--- src/rtl/buffer_read_ctrl_pkg.sv ---
// rtl/buffer_read_ctrl_pkg.sv - shared widths, state encoding and helpers for the raw-hits read sequencer
package buffer_read_ctrl_pkg;

  localparam int MXTBIN   = 5;
  localparam int RAM_ADRB = 11;
  localparam int MXBDATA  = 32;

  typedef enum logic [2:0] {
    bsm_rd_idle  = 3'd0,
    bsm_rd_latch = 3'd1,
    bsm_rd_read  = 3'd2,
    bsm_rd_flush = 3'd3,
    bsm_rd_pop   = 3'd4
  } bsm_rd_state_e;

  // Readout begins pretrig tbins before the fenced pretrigger address; wraps with the RAM.
  function automatic logic [RAM_ADRB-1:0] rd_start_adr(
    input logic [RAM_ADRB-1:0] queue_adr,
    input logic [MXTBIN-1:0]   pretrig
  );
    return queue_adr - RAM_ADRB'(pretrig);
  endfunction

  function automatic logic [15:0] sat_inc16(input logic [15:0] value);
    return (value == 16'hFFFF) ? value : value + 16'd1;
  endfunction

endpackage

--- src/rtl/buffer_read_ctrl_if.sv ---
// rtl/buffer_read_ctrl_if.sv - fence-queue, config and RAM-read signals of the read sequencer
interface buffer_read_ctrl_if;
  import buffer_read_ctrl_pkg::*;

  logic                rd_start;
  logic                rd_hold;
  logic [MXTBIN-1:0]   fifo_tbins;
  logic [MXTBIN-1:0]   fifo_pretrig;
  logic                buf_q_empty;
  logic [RAM_ADRB-1:0] buf_queue_adr;
  logic [MXBDATA-1:0]  buf_queue_data;

  logic                fifo_ren;
  logic [RAM_ADRB-1:0] fifo_radr;
  logic                rd_valid;
  logic [MXTBIN-1:0]   rd_tbin;
  logic [MXBDATA-1:0]  rd_event_data;
  logic                rd_busy;
  logic                buf_pop;
  logic [RAM_ADRB-1:0] buf_pop_adr;
  logic                rd_udf_err;
  logic [15:0]         rd_event_cnt;

  modport master (
    input  rd_start, rd_hold, fifo_tbins, fifo_pretrig, buf_q_empty, buf_queue_adr, buf_queue_data,
    output fifo_ren, fifo_radr, rd_valid, rd_tbin, rd_event_data, rd_busy, buf_pop, buf_pop_adr,
           rd_udf_err, rd_event_cnt
  );

  modport slave (
    output rd_start, rd_hold, fifo_tbins, fifo_pretrig, buf_q_empty, buf_queue_adr, buf_queue_data,
    input  fifo_ren, fifo_radr, rd_valid, rd_tbin, rd_event_data, rd_busy, buf_pop, buf_pop_adr,
           rd_udf_err, rd_event_cnt
  );

endinterface

--- src/rtl/buffer_read_ctrl_rd_valid_pipe.sv ---
// rtl/buffer_read_ctrl_rd_valid_pipe.sv - LATENCY-deep shift register aligning {ren, tbin} with RAM data out
module buffer_read_ctrl_rd_valid_pipe #(
  parameter int LATENCY = 1,
  parameter int WIDTH   = 6
) (
  input  logic             clk_i,
  input  logic             rst_ni,
  input  logic [WIDTH-1:0] d_i,
  output logic [WIDTH-1:0] q_o
);

  logic [WIDTH-1:0] stage_q [LATENCY];

  always_ff @(posedge clk_i or negedge rst_ni) begin
    if (!rst_ni) begin
      for (int i = 0; i < LATENCY; i++) begin
        stage_q[i] <= '0;
      end
    end else begin
      stage_q[0] <= d_i;
      for (int i = 1; i < LATENCY; i++) begin
        stage_q[i] <= stage_q[i-1];
      end
    end
  end

  assign q_o = stage_q[LATENCY-1];

endmodule

--- src/rtl/buffer_read_ctrl.sv ---
// rtl/buffer_read_ctrl.sv - reads the head-of-queue event out of the raw-hits RAM and releases its fence
module buffer_read_ctrl
  import buffer_read_ctrl_pkg::*;
#(
  parameter int RAM_LATENCY = 1
) (
  input logic               clock,
  input logic               reset_n,
  buffer_read_ctrl_if.master bus
);

  bsm_rd_state_e       state_q, state_d;
  logic [RAM_ADRB-1:0] radr_q, radr_d;
  logic [RAM_ADRB-1:0] pop_adr_q, pop_adr_d;
  logic [MXTBIN-1:0]   tbin_q, tbin_d;
  logic [MXTBIN-1:0]   tbins_q, tbins_d;
  logic [MXBDATA-1:0]  data_q, data_d;
  logic [2:0]          flush_cnt_q, flush_cnt_d;
  logic                udf_q, udf_d;
  logic [15:0]         evcnt_q, evcnt_d;
  logic                ren;
  logic [MXTBIN:0]     pipe_q;

  always_ff @(posedge clock or negedge reset_n) begin
    if (!reset_n) begin
      state_q     <= bsm_rd_idle;
      radr_q      <= '0;
      pop_adr_q   <= '0;
      tbin_q      <= '0;
      tbins_q     <= '0;
      data_q      <= '0;
      flush_cnt_q <= '0;
      udf_q       <= 1'b0;
      evcnt_q     <= '0;
    end else begin
      state_q     <= state_d;
      radr_q      <= radr_d;
      pop_adr_q   <= pop_adr_d;
      tbin_q      <= tbin_d;
      tbins_q     <= tbins_d;
      data_q      <= data_d;
      flush_cnt_q <= flush_cnt_d;
      udf_q       <= udf_d;
      evcnt_q     <= evcnt_d;
    end
  end

  always_comb begin
    state_d     = state_q;
    radr_d      = radr_q;
    pop_adr_d   = pop_adr_q;
    tbin_d      = tbin_q;
    tbins_d     = tbins_q;
    data_d      = data_q;
    flush_cnt_d = flush_cnt_q;
    udf_d       = udf_q;
    evcnt_d     = evcnt_q;
    ren         = 1'b0;

    case (state_q)
      bsm_rd_idle: begin
        if (bus.rd_start) begin
          if (bus.buf_q_empty) begin
            udf_d = 1'b1;
          end else begin
            state_d = bsm_rd_latch;
          end
        end
      end

      // Config and queue head are sampled here only; later changes cannot disturb the event.
      bsm_rd_latch: begin
        pop_adr_d   = bus.buf_queue_adr;
        data_d      = bus.buf_queue_data;
        radr_d      = rd_start_adr(bus.buf_queue_adr, bus.fifo_pretrig);
        tbin_d      = '0;
        tbins_d     = bus.fifo_tbins;
        flush_cnt_d = '0;
        state_d     = (bus.fifo_tbins == '0) ? bsm_rd_flush : bsm_rd_read;
      end

      bsm_rd_read: begin
        ren = !bus.rd_hold;
        if (ren) begin
          radr_d = radr_q + RAM_ADRB'(1);
          tbin_d = tbin_q + MXTBIN'(1);
          if (tbin_q == tbins_q - MXTBIN'(1)) begin
            state_d = bsm_rd_flush;
          end
        end
      end

      // Hold the fence until the last RAM word has emerged from the valid pipe.
      bsm_rd_flush: begin
        if (flush_cnt_q == 3'(RAM_LATENCY - 1)) begin
          state_d = bsm_rd_pop;
        end else begin
          flush_cnt_d = flush_cnt_q + 3'd1;
        end
      end

      bsm_rd_pop: begin
        evcnt_d = sat_inc16(evcnt_q);
        state_d = bsm_rd_idle;
      end

      default: state_d = bsm_rd_idle;
    endcase
  end

  buffer_read_ctrl_rd_valid_pipe #(
    .LATENCY (RAM_LATENCY),
    .WIDTH   (MXTBIN + 1)
  ) u_rd_valid_pipe (
    .clk_i  (clock),
    .rst_ni (reset_n),
    .d_i    ({ren, tbin_q}),
    .q_o    (pipe_q)
  );

  assign bus.fifo_ren      = ren;
  assign bus.fifo_radr     = radr_q;
  assign bus.rd_valid      = pipe_q[MXTBIN];
  assign bus.rd_tbin       = pipe_q[MXTBIN-1:0];
  assign bus.rd_event_data = data_q;
  assign bus.rd_busy       = (state_q != bsm_rd_idle);
  assign bus.buf_pop       = (state_q == bsm_rd_pop);
  assign bus.buf_pop_adr   = pop_adr_q;
  assign bus.rd_udf_err    = udf_q;
  assign bus.rd_event_cnt  = evcnt_q;

endmodule

--- src/flat_wrapper.sv ---
// flat-port wrapper written by rule: the top's interface ports become plain ports
module buffer_read_ctrl_flat import buffer_read_ctrl_pkg::*;
#(
  parameter int RAM_LATENCY = 1
)
  (clock, reset_n, bus_rd_start, bus_rd_hold, bus_fifo_tbins, bus_fifo_pretrig, bus_buf_q_empty, bus_buf_queue_adr, bus_buf_queue_data, bus_fifo_ren, bus_fifo_radr, bus_rd_valid, bus_rd_tbin, bus_rd_event_data, bus_rd_busy, bus_buf_pop, bus_buf_pop_adr, bus_rd_udf_err, bus_rd_event_cnt);
  buffer_read_ctrl_if bus_i ();
  input logic clock;
  input logic reset_n;
  input wire logic [$bits(bus_i.rd_start)-1:0] bus_rd_start;
  input wire logic [$bits(bus_i.rd_hold)-1:0] bus_rd_hold;
  input wire logic [$bits(bus_i.fifo_tbins)-1:0] bus_fifo_tbins;
  input wire logic [$bits(bus_i.fifo_pretrig)-1:0] bus_fifo_pretrig;
  input wire logic [$bits(bus_i.buf_q_empty)-1:0] bus_buf_q_empty;
  input wire logic [$bits(bus_i.buf_queue_adr)-1:0] bus_buf_queue_adr;
  input wire logic [$bits(bus_i.buf_queue_data)-1:0] bus_buf_queue_data;
  output wire logic [$bits(bus_i.fifo_ren)-1:0] bus_fifo_ren;
  output wire logic [$bits(bus_i.fifo_radr)-1:0] bus_fifo_radr;
  output wire logic [$bits(bus_i.rd_valid)-1:0] bus_rd_valid;
  output wire logic [$bits(bus_i.rd_tbin)-1:0] bus_rd_tbin;
  output wire logic [$bits(bus_i.rd_event_data)-1:0] bus_rd_event_data;
  output wire logic [$bits(bus_i.rd_busy)-1:0] bus_rd_busy;
  output wire logic [$bits(bus_i.buf_pop)-1:0] bus_buf_pop;
  output wire logic [$bits(bus_i.buf_pop_adr)-1:0] bus_buf_pop_adr;
  output wire logic [$bits(bus_i.rd_udf_err)-1:0] bus_rd_udf_err;
  output wire logic [$bits(bus_i.rd_event_cnt)-1:0] bus_rd_event_cnt;
  assign bus_i.rd_start = bus_rd_start;
  assign bus_i.rd_hold = bus_rd_hold;
  assign bus_i.fifo_tbins = bus_fifo_tbins;
  assign bus_i.fifo_pretrig = bus_fifo_pretrig;
  assign bus_i.buf_q_empty = bus_buf_q_empty;
  assign bus_i.buf_queue_adr = bus_buf_queue_adr;
  assign bus_i.buf_queue_data = bus_buf_queue_data;
  assign bus_fifo_ren = bus_i.fifo_ren;
  assign bus_fifo_radr = bus_i.fifo_radr;
  assign bus_rd_valid = bus_i.rd_valid;
  assign bus_rd_tbin = bus_i.rd_tbin;
  assign bus_rd_event_data = bus_i.rd_event_data;
  assign bus_rd_busy = bus_i.rd_busy;
  assign bus_buf_pop = bus_i.buf_pop;
  assign bus_buf_pop_adr = bus_i.buf_pop_adr;
  assign bus_rd_udf_err = bus_i.rd_udf_err;
  assign bus_rd_event_cnt = bus_i.rd_event_cnt;
  buffer_read_ctrl #(.RAM_LATENCY(RAM_LATENCY)) u_core (.clock(clock), .reset_n(reset_n), .bus(bus_i));
endmodule
--- config.mk ---
export PLATFORM = sky130hd
export DESIGN_NAME = buffer_read_ctrl_flat
export DESIGN_NICKNAME = d
export VERILOG_FILES = /design/src/rtl/buffer_read_ctrl_pkg.sv /design/src/rtl/buffer_read_ctrl_if.sv /design/src/rtl/buffer_read_ctrl_rd_valid_pipe.sv /design/src/rtl/buffer_read_ctrl.sv /design/src/flat_wrapper.sv
export SDC_FILE = /design/constraint.sdc
export NUM_CORES = 1
export LEC_CHECK = 0
export BUFFER_PORTS_ARGS = -buffer_cell sky130_fd_sc_hd__buf_2
export CAP_MARGIN = 20
export CORE_MARGIN = 2
export CORE_UTILIZATION = 34
export DETAILED_ROUTE_END_ITERATION = 8
export GPL_TIMING_DRIVEN = 0
export HOLD_SLACK_MARGIN = 0.06
export PLACE_DENSITY = 0.53
export SLEW_MARGIN = 20
export SYNTH_ARGS = -nofsm -noshare
export SYNTH_HDL_FRONTEND = slang
export SYNTH_SLANG_ARGS = --single-unit
--- constraint.sdc ---
create_clock -name clock -period 2.44 [get_ports clock]
set_input_delay 0.122 -clock clock [delete_from_list [all_inputs] [get_ports clock]]
set_output_delay 0.122 -clock clock [all_outputs]
set_load 0.01 [all_outputs]
After elaboration in Yosys (flattened, before gate mapping). Cells that the tools add are included.

Bits in registers: 93. Bits of input ports: 58. Output and inout port bits: 80. Word-level logic and storage cells: 55.

$add $sub $neg: 6. Eq/ne operators: 12. Muxes and demuxes: 14. Bitwise operators: 1. Reduce and logical (&&, ||, !) cells: 12.

Operator list (count): 11-bit one-hot mux with 2 select lines (1); 3-bit 2-to-1 mux (6); 16-bit by 1-bit adder with 16-bit output, second input constant (1); 16-bit equality test, second input constant (1); 3-bit one-hot mux with 4 select lines (1); 11-bit by 1-bit adder with 11-bit output, second input constant (1); 11-bit 2-to-1 mux (1); 11-bit by 5-bit subtractor with 11-bit output (1); 5-bit one-hot mux with 2 select lines (1); 2-bit inequality test, second input constant (4); 3-bit by 2-bit equality test with 1-bit output, second input constant (2); 3-bit zero test (2); 3-bit one-hot mux with 2 select lines (1); 2-bit AND reduction (3); 5-bit by 1-bit adder with 5-bit output, second input constant (1); 5-bit equality test (1); 5-bit zero test (1); 5-bit 2-to-1 mux (1); 5-bit AND reduction (1); 5-bit by 1-bit subtractor with 5-bit output, second input constant (1); 2-bit by 1-bit inequality test with 1-bit output, second input constant (2); 2-bit nonzero test (2); 3-bit by 1-bit adder with 3-bit output, second input constant (1); 3-bit by 1-bit equality test with 1-bit output, second input constant (1); other kinds (6) (7).

Depth between registers and ports, before layout.
Depth after elaboration: 5. Gate-level depth with buffers: 8. Mapped depth without buffers: 8.

Cells and area by module. From an unflattened synthesis, not the netlist that was laid out.

Cells, all modules: 381. Area, all modules: 4421.7 um^2.

By module, submodules not included: buffer_read_ctrl (times used 1, cells each 375, area an instance 4271.6 um^2, seq. area each 2177.1 um^2); buffer_read_ctrl_rd_valid_pipe (times used 1, cells each 6, area an instance 150.1 um^2, seq. area each 150.1 um^2).

Worst setup path before layout. No wires, ideal clock.

Path type: input port to flip-flop. Start point: input port bus_buf_queue_adr[0]. End point: register u_core.radr_q[4] (netlist: u_core.bus.fifo_radr[4]). Library setup time: 121 ps. Arrival time: 1525 ps. Data required time: 2319 ps. Path slack: 794 ps. Stages on the path: 8. Path buffers: 0. Cells stage by stage: inv_1 ha_1 fa_1 nand2b_1 a21oi_1 a21o_1 a21oi_1 o22a_1.

Longest elaborated chain between the ends: 2.

Ends and longest elaborated chain: start: declaration (line flat_wrapper.sv:15) `input wire logic [$bits(bus_i.buf_queue_adr)-1:0] bus_buf_queue_adr;`; 11-bit by 5-bit subtractor with 11-bit output (line buffer_read_ctrl_pkg.sv:21) `return queue_adr - RAM_ADRB'(pretrig);`; 11-bit one-hot mux with 2 select lines (line buffer_read_ctrl.sv:60) `case (state_q)`; end signal: assignment (line buffer_read_ctrl.sv:37) `radr_q <= radr_d;`; end: declaration (line buffer_read_ctrl.sv:13) `logic [RAM_ADRB-1:0] radr_q, radr_d;`.

No other way between the ends. A chain may end at the register's enable or synchronous reset.

Worst setup path after layout.
Start point: input port bus_buf_queue_adr[0]. End point: register u_core.radr_q[6] (netlist: u_core.bus.fifo_radr[6]).

The elaborated chain is that of the path after synthesis.

==> impl_metrics.ini <==
[worst_setup_path]
worstPathArrival_ns = 2.37
crit_start = bus_buf_queue_adr[0]
r2r_end = u_core.bus.fifo_radr[4]$_DFFE_PN0P_
rr_startpoint = u_core.state_q[2]$_DFFE_PN0P_
worst_setup_path_start_kind = input port
ff2ff_path_depth = 7
r2r_setup_slack_ns = 0.52
critPathCapture = u_core.bus.fifo_radr[6]$_DFFE_PN0P_
cp.required_ns = 2.65
worstSetupPathType = in2reg
crit_fanout = 4
crit_path_end_kind = flop

[power_and_ir_drop]
powerDensity_nw_per_um2 = 1039
vdd_ir_drop_max_mv = 0.4484
leakage_nw = 3.097

[routing]
drtPass1Iterations = 4
route.detailed.drc = 0
ant_nets = 0
routedWlPerCell_um = 13.90
via_per_inst = 4.770
vias = 4040
routed_wl_um = 11780
drt_iter0_drc = 170

[cts]
cts-buffers-inserted = 9
cts_buffer_depth = 2
insertion_delay_ns = 0.35
cts_tree = yes
cts.clk_slew.worst_paths_ns = 0.07
cts_num_sinks = 93
post_cts_buffers = 0
cts_root_buf = clkbuf_16
cts_max_level = 3

[synth]
syn_area_per_cell_um2 = 9.324
synth_top_flop_cell = dfrtp_1
synth_fa_ha_area_frac = 0.03590
synthCells = 471
synth_top_family_by_area = simple AND/OR/NAND/NOR gates
postSynth.asyncResetShare = 1.000
synth_compound_area_frac = 0.09231
syn-num-nets = 541
syn_area_um2 = 4392
synth-edff-count = 0
ys_seq_area_frac = 0.5299
yosys.area_share.simple = 0.2536
synth_cell_types = 57
synthMuxAreaShare = 0.007407
ys.warnings.count = 0
ys_ff_latch = 93
synth-xor-area-share = 0.05185

[floorplan]
core_um2 = 12620
die_area_um2 = 13840
fp.dieW_um = 117.7
die_h_um = 117.7
rows = 41
start_util = 0.3480
ios = 138

[layout]
regArea_um2 = 2327
finish.net_count = 740
area_delta_synth_final_pct = 39.54
n_fill_cell = 1233
multi_input_area_um2 = 1937
drive_gt1_frac = 0.2519
n_antenna_cell = 0
fin_area_um2 = 6128

[global_routing]
grt_max_degree = 55
grt_pass1_wl_um = 19920
overflow = 0
antenna_found_initial = 0
grt_usage = 0.1776
grt_pass1_vias = 4168

[sta]
fmax_mhz = 461.9
slew_headroom = 0.6753
fin_tns_setup_ns = 0
rsz0062_at_grt = no
period_share = 0.8874
period_needed_ns = 2.165
tightest_slew_ns = 0.4833
hold_viol_final = 0
setup-violations-final = 0
skew_ns = 0.006325
drv_slew = 0

[place]
dpl_cell_area_um2 = 5326
hpwl_um = 8258
io_buffer_count = 137
gp_congestion = 0.7891

[worst_hold_path]
hp-class = in2reg
holdPathStages = 3

[job]
drv_cap = 0

[outcome]
status = complete, no violations
==> routing by layer <==
metal / global-route usage / share of wire / vias up
met5: 0 / 0 / -
met4: 0.08208 / 0.023 / 0
met3: 0.03973 / 0.051 / 21
met2: 0.3027 / 0.49 / 119
met1: 0.2133 / 0.44 / 1916
li1: - / - / 1984
==> kinds of logic after synthesis <==
kind of cell | after synthesis
AO/OA/AOI/OAI | 60
XOR/XNOR | 26
adder cells (fa/ha/maj) | 12
buffers and inverters | 32
flip-flops | 93
multiplexers | 3
AND/OR/NAND/NOR | 245
==> per-stage QoR <==
stage               std cells    util  total power, W  setup WS (ns)  hold slack (ns)
finish                    847  0.4856        0.006370         0.2748          0.09140
global route              847  0.4856        0.006886        0.05796          0.09816
CTS                       847  0.4856        0.006469         0.2727          0.08281
detailed placement        781  0.4221        0.004936         0.4466          0.06044
global placement          780  0.4194        0.004848         0.2272           0.3122
floorplan                 471       -        0.003926         0.7939          -0.1736
==> report_power, final <==
part	internal [W]	total [W]	switching (W)
Sequential	0.00213	0.00255	0.000424
Clock	0.000803	0.00142	0.000620
Combinational	0.00101	0.00239	0.00139
==> synthesized netlist by cell type, drive strengths merged (4+ instances only) <==
cell type,number,area share
nor3b,4,0.0080
buf,12,0.012
nand4,7,0.010
nand3,11,0.013
xnor2,17,0.034
ha,11,0.031
o21ai,19,0.022
clkbuf,8,0.0068
inv,12,0.010
dfrtp,93,0.53
a21oi,11,0.013
xor2,9,0.018
nor2b,5,0.0071
nor3,12,0.017
nor2,20,0.017
nand2,158,0.14
nand2b,7,0.011
and3,6,0.0085
a31oi,7,0.010
==> flip-flops by register name (all words and copies together) (netlist names), 5 cells and up <==
signal and count:
u_core.bus.buf_pop_adr 11, u_core.bus.fifo_radr 11, u_core.bus.rd_event_cnt 16, u_core.bus.rd_event_data 32
u_core.tbin_q 5, u_core.tbins_q 5, u_core.u_rd_valid_pipe.q_o 6
==> area by class of cell <==
class / count / area share
sequential: 93 / 0.3797
clock buffer: 10 / 0.03736
clock inverter: 6 / 0.01184
buffer: 20 / 0.01347
multi-input combinational: 346 / 0.3160
inverter: 12 / 0.007350
tap: 172 / 0.03512
timing repair buffer: 188 / 0.1991
==> worst max-delay path: stages <==
cell and delay (ns):
dlygate4sd3_1 0.52, buf_2 0.09, inv_1 0.04, ha_1 0.22, fa_1 0.40, nand2b_1 0.18, a21oi_1 0.35, nor3_1 0.10
xnor2_1 0.21, o221ai_1 0.14
==> worst min-delay path by stage <==
stage                                 from                                       end  slack, ns
floorplan                          reset_n     u_core.bus.buf_pop_adr[0]$_DFFE_PN0P_      -0.17
global placement    bus_buf_queue_data[17]  u_core.bus.rd_event_data[17]$_DFFE_PN0P_       0.31
detailed placement                 reset_n   u_core.bus.rd_event_cnt[13]$_DFFE_PN0P_       0.06
CTS                   bus_buf_queue_adr[1]     u_core.bus.buf_pop_adr[1]$_DFFE_PN0P_       0.08
global route          bus_buf_queue_adr[1]     u_core.bus.buf_pop_adr[1]$_DFFE_PN0P_        0.1
finish                bus_buf_queue_adr[1]     u_core.bus.buf_pop_adr[1]$_DFFE_PN0P_       0.09
==> layout by cell type, fill, tap and decap left out, types with 10 or more instances in the layout <==
master and instances:
a21oi_1 11, dfrtp_1 93, xnor2_1 17, dlygate4sd3_1 50
nand2_1 158, nor2_1 20, o21ai_1 11, nand3_1 11
ha_1 11, inv_1 12, buf_2 142, nor3_1 10
==> what timing repair did <==
item,4_1_cts,5_1_grt
endpoints found under the hold margin,87,0
gates resized for setup,0,0
hold buffers,50,0
Note: power is estimated with default switching activity, not from simulation.
